===== src/rtl/rssb_seq_if.sv =====
// rtl/rssb_seq_if.sv - data memory bus between the RSSB sequencer and its memory
interface rssb_seq_if #(
  parameter int WIDTH = 8
);
  logic [WIDTH-1:0] mem_address;
  logic             mem_write;
  logic [WIDTH-1:0] mem_in;
  logic [WIDTH-1:0] mem_out;

  modport master (
    output mem_address,
    output mem_write,
    output mem_in,
    input  mem_out
  );

  modport slave (
    input  mem_address,
    input  mem_write,
    input  mem_in,
    output mem_out
  );
endinterface


===== src/rtl/rssb_seq.sv =====
// rtl/rssb_seq.sv - RSSB instruction sequencer and datapath (optional single-step: RSSB_STEP_EN)
module rssb_seq #(
  parameter int               WIDTH     = 8,
  parameter logic [WIDTH-1:0] RESET_PC  = '0,
  parameter logic [WIDTH-1:0] HALT_ADDR = {WIDTH{1'b1}}
) (
  input  logic             clk,
  input  logic             rst,
  rssb_seq_if.master       bus,
`ifdef RSSB_STEP_EN
  input  logic             step,
`endif
  output logic [WIDTH-1:0] pc,
  output logic [WIDTH-1:0] acc,
  output logic             instr_done,
  output logic             halted
);

  typedef enum logic [1:0] {
    S_FETCH = 2'd0,
    S_READ  = 2'd1,
    S_EXEC  = 2'd2,
    S_HALT  = 2'd3
  } state_t;

  state_t           state_q, state_d;
  logic [WIDTH-1:0] pc_q, acc_q, ir_q, mdr_q;
  logic [WIDTH:0]   diff;
  logic             borrow;
  logic             fetch_go;

`ifdef RSSB_STEP_EN
  assign fetch_go = step;
`else
  assign fetch_go = 1'b1;
`endif

  // Extra top bit of the unsigned subtraction is the borrow flag.
  assign diff   = {1'b0, mdr_q} - {1'b0, acc_q};
  assign borrow = diff[WIDTH];

  always_ff @(posedge clk or posedge rst) begin
    if (rst) begin
      state_q <= S_FETCH;
    end else begin
      state_q <= state_d;
    end
  end

  always_comb begin
    state_d = state_q;
    case (state_q)
      S_FETCH: begin
        if (fetch_go) begin
          state_d = (bus.mem_out == HALT_ADDR) ? S_HALT : S_READ;
        end
      end
      S_READ:  state_d = S_EXEC;
      S_EXEC:  state_d = S_FETCH;
      S_HALT:  state_d = S_HALT;
      default: state_d = S_FETCH;
    endcase
  end

  always_ff @(posedge clk or posedge rst) begin
    if (rst) begin
      pc_q  <= RESET_PC;
      acc_q <= '0;
      ir_q  <= '0;
      mdr_q <= '0;
    end else begin
      case (state_q)
        S_FETCH: begin
          if (fetch_go) begin
            ir_q <= bus.mem_out;
          end
        end
        S_READ: mdr_q <= bus.mem_out;
        S_EXEC: begin
          acc_q <= diff[WIDTH-1:0];
          pc_q  <= pc_q + (borrow ? WIDTH'(2) : WIDTH'(1));
        end
        default: ;
      endcase
    end
  end

  // Outputs decode from registered state only, so reset drops mem_write at once.
  always_comb begin
    bus.mem_address = pc_q;
    bus.mem_write   = 1'b0;
    bus.mem_in      = '0;
    instr_done      = 1'b0;
    halted          = 1'b0;
    case (state_q)
      S_READ: bus.mem_address = ir_q;
      S_EXEC: begin
        bus.mem_address = ir_q;
        bus.mem_write   = 1'b1;
        bus.mem_in      = diff[WIDTH-1:0];
        instr_done      = 1'b1;
      end
      S_HALT: halted = 1'b1;
      default: ;
    endcase
  end

  assign pc  = pc_q;
  assign acc = acc_q;

endmodule

===== src/flat_wrapper.sv =====
// flat-port wrapper written by rule: the top's interface ports become plain ports
module rssb_seq_flat 
#(
  parameter int               WIDTH     = 8,
  parameter logic [WIDTH-1:0] RESET_PC  = '0,
  parameter logic [WIDTH-1:0] HALT_ADDR = {WIDTH{1'b1}}
)
  (clk, rst, pc, acc, instr_done, halted, bus_mem_address, bus_mem_write, bus_mem_in, bus_mem_out);
  rssb_seq_if #(.WIDTH(WIDTH)) bus_i ();
  input  logic clk;
  input  logic rst;
  output logic [WIDTH-1:0] pc;
  output logic [WIDTH-1:0] acc;
  output logic instr_done;
  output logic halted;
  output wire logic [$bits(bus_i.mem_address)-1:0] bus_mem_address;
  output wire logic [$bits(bus_i.mem_write)-1:0] bus_mem_write;
  output wire logic [$bits(bus_i.mem_in)-1:0] bus_mem_in;
  input wire logic [$bits(bus_i.mem_out)-1:0] bus_mem_out;
  assign bus_mem_address = bus_i.mem_address;
  assign bus_mem_write = bus_i.mem_write;
  assign bus_mem_in = bus_i.mem_in;
  assign bus_i.mem_out = bus_mem_out;
  rssb_seq #(.WIDTH(WIDTH), .RESET_PC(RESET_PC), .HALT_ADDR(HALT_ADDR)) u_core (.clk(clk), .rst(rst), .bus(bus_i), .pc(pc), .acc(acc), .instr_done(instr_done), .halted(halted));
endmodule

===== config.mk =====
export PLATFORM = sky130hd
export DESIGN_NAME = rssb_seq_flat
export DESIGN_NICKNAME = d
export VERILOG_FILES = /design/src/rtl/rssb_seq_if.sv /design/src/rtl/rssb_seq.sv /design/src/flat_wrapper.sv
export SDC_FILE = /design/constraint.sdc
export NUM_CORES = 1
export LEC_CHECK = 0
export ABC_AREA = 1
export CAP_MARGIN = 5
export CORE_AREA = 3 3 66 68
export CTS_CLUSTER_SIZE = 12
export DETAILED_ROUTE_END_ITERATION = 8
export DIE_AREA = 0 0 69 71
export DONT_BUFFER_PORTS = 1
export HOLD_SLACK_MARGIN = 0.08
export PLACE_DENSITY = 0.62
export SYNTH_ARGS = -nofsm -noshare
export SYNTH_HDL_FRONTEND = slang
export SYNTH_SLANG_ARGS = --single-unit
export TNS_END_PERCENT = 50

===== constraint.sdc =====
create_clock -name clk -period 3.46 [get_ports clk]
set_clock_uncertainty 0.15 [all_clocks]
set_input_delay 0.692 -clock clk [delete_from_list [all_inputs] [get_ports clk]]
set_output_delay 0.692 -clock clk [all_outputs]
set_load 0.02 [all_outputs]

==> results of run 1 <==
-- metal layers --
| metal | part of all wire, % | GRT usage, % |
|---|---|---|
| met1 | 45 | 20.9 |
| met5 | 0 | 0 |
| met2 | 47 | 29.7 |
| met4 | 0.87 | 5.64 |
| met3 | 6.6 | 7.39 |
-- sequential cells by signal (all words and copies together) (netlist names) --
register / count
u_core.pc: 8
u_core.mdr_q: 8
u_core.ir_q: 8
u_core.state_q: 2
u_core.acc: 8
-- critical path: stages, from the launching register on --
cell     delay (ns)
dfrtp_1        0.48
ha_1           0.19
inv_1          0.06
fa_1           0.38
nand2_1        0.10
nand2_1        0.07
nand2_1        0.08
inv_1          0.07
nand2_1        0.06
nand2_1        0.06
nor2_1         0.33
-- cell usage after synthesis (5+ instances only) --
master / number
nor2_1: 17
ha_1: 15
a21oi_1: 8
xor2_1: 5
inv_1: 42
nand3_1: 11
o21ai_0: 15
mux2_2: 10
dfrtp_1: 34
nand2_1: 50
-- final cells by class --
| class | instances | area [um2] | area share (%) |
|---|---|---|---|
| Multi-Input combinational cell | 144 | 893 | 43.1 |
| Tap cell | 50 | 62.6 | 3.02 |
| Clock inverter | 1 | 5.00 | 0.242 |
| Clock buffer | 7 | 86.3 | 4.17 |
| Sequential cell | 34 | 851 | 41.1 |
| Timing Repair Buffer | 2 | 15.0 | 0.725 |
| Inverter | 42 | 158 | 7.61 |
-- kinds of logic after synthesis --
family          count (synthesis)  share of synthesized area (%)
xor+xnor                        5                           2.27
simple gates                   84                           18.5
compound gates                 28                           7.92
fa+ha+maj                      17                           11.8
flops                          34                           44.2
buf+inv                        47                           9.48
mux                            10                           5.84
-- how the worst min path moves through the flow --
stage,start,end,cells past startpoint
finish,rst,u_core.pc[5],2
global route,rst,u_core.pc[4],2
CTS,rst,u_core.acc[3],2
detailed placement,u_core.ir_q[1],u_core.ir_q[1],1
global placement,u_core.ir_q[2],u_core.ir_q[2],1
floorplan,u_core.ir_q[3],u_core.ir_q[3],1
-- per-stage QoR --
step | utilization, % | hold WS, ns
4_1_cts | 52.9 | 0.249
3_5_place_dp | 50.6 | 0.346
5_1_grt | 52.9 | 0.263
3_3_place_gp | 50.6 | 0.342
2_1_floorplan | - | 0.330
6_report | 52.9 | 0.231
==> impl_metrics.yaml, run 1 <==
floorplanning:
  row_count: 23
  dieArea_um2: 4900
  core_um2: 3910
  num_io_pins: 45
  initial_core_util_pct: 49.2
  die_h_um: 71
  die_w_um: 69
global_route:
  grt_start_max_net_pins: 35
  grt_overflow: 0
  grt_antenna_before_repair: 0
  grt_pass1_wl_mm: 6.87
  grt_pass1_vias: 1487
  grt.total_usage_pct: 17.8
synth:
  synthDistinctLibCells: 24
  yosys.area.top_type: "dfrtp_1"
  ys_dominant_reg_cell: "dfrtp_1"
  synth.ff_latch_count: 34
  synth_area_um2: 1930
  syn_inst: 225
  synth-edff-count: 0
  yosys_warnings: 0
  async_reset_ff_share_pct: 100
  ys_seq_area_share_pct: 44.2
  syn_nets: 252
  synth.top_cell.area_share_pct: 44.2
  synthTopCellsByArea: "dfrtp_1 44%, ha_1 9.7%, nand2_1 9.7%"
  avgSynthCellArea_um2: 8.56
setup_path:
  regToRegSetupSlack_ns: 0.48
  reg2reg_depth: 13
  crit_path_start: "u_core.acc[0]"
  cp-end-kind: "output pin"
  arrival_ns: 2.17
  r2r_start: "u_core.acc[5]"
  path_max_fanout: 3
  required_ns: 2.62
  start_kind: "flip-flop"
  endpoint: "bus_mem_in[4]"
  r2r_end: "u_core.pc[6]"
  worstSetupPathType: "reg -> out"
clock_network:
  cts_resized: 0
  cts_num_sinks: 34
  cts.clk_slew.worst_paths_ns: 0.07
  numCtsBuffers: 5
  tritoncts: "yes"
  clock_latency_ns: 0.29
  htree_levels: 2
  cts-root-buf: "clkbuf_8"
  cts_buffer_depth: 2
  hold_buffers: 0
  cts_setup_buffers: 0
final_layout:
  fin_cells: 280
  final_nets: 256
  area_delta_synth_final_pct: 7.47
  drive_above_1_share_pct: 10.4
  fill_cells: 395
  final_cell_area_um2: 2070
  antenna_cells: 0
  final_common_cell: "nand2_1"
  final_cell_mix: "50 x nand2_1, 42 x inv_1, 34 x dfrtp_1"
sta:
  tns_ns: 0
  fin_ws_ns: 0.449
  max_freq_mhz: 332
  layout_min_cycle_time_ns: 3.01
  worstMarginPinSlew_ns: 0.666
  setup_viol: 0
  fin_crit_sh_pct: 87.0
  rsz0062_at_grt: "no"
  finalHoldViolCount: 0
  finalMaxSlewViolations: 0
  slew_headroom_pct: 55.2
placed_design:
  io_buffer_count: 0
  hpwl_mm: 2.99
  placed_cell_area_um2: 1980
  pre_cts_slack_ns: 0.451
  gp_congestion: 0.828
  placedCellCount: 272
routing:
  viasPerCell: 5.10
  final_antenna_net_count: 0
  num_vias: 1428
  drt_wl_total_mm: 4.02
  first_iter_violations: 49
  first_pass_iters: 4
  wire_per_inst_um: 14.3
  drc_errors: 0
status:
  outcome: "completed"
hold_path:
  min_path_type: "in -> async"
run:
  maxCapViolCount: 0
Power of run 1 is not shown: default switching activity piles up to over one toggle a cycle in this logic, so the estimate is an artifact.
==> run 2: changes to the inputs <==
- SLEW_MARGIN: unset -> 40
==> results of run 2 <==
Final layout, timing and power as in run 1 (identical DEF).
Power of run 2 is left out for the same reason.
==> run 3: changes to the inputs <==
- SLEW_MARGIN: 40 -> 10
==> results of run 3 <==
Final layout, timing and power as in run 1 (identical DEF).
Power of run 3 is left out for the same reason.
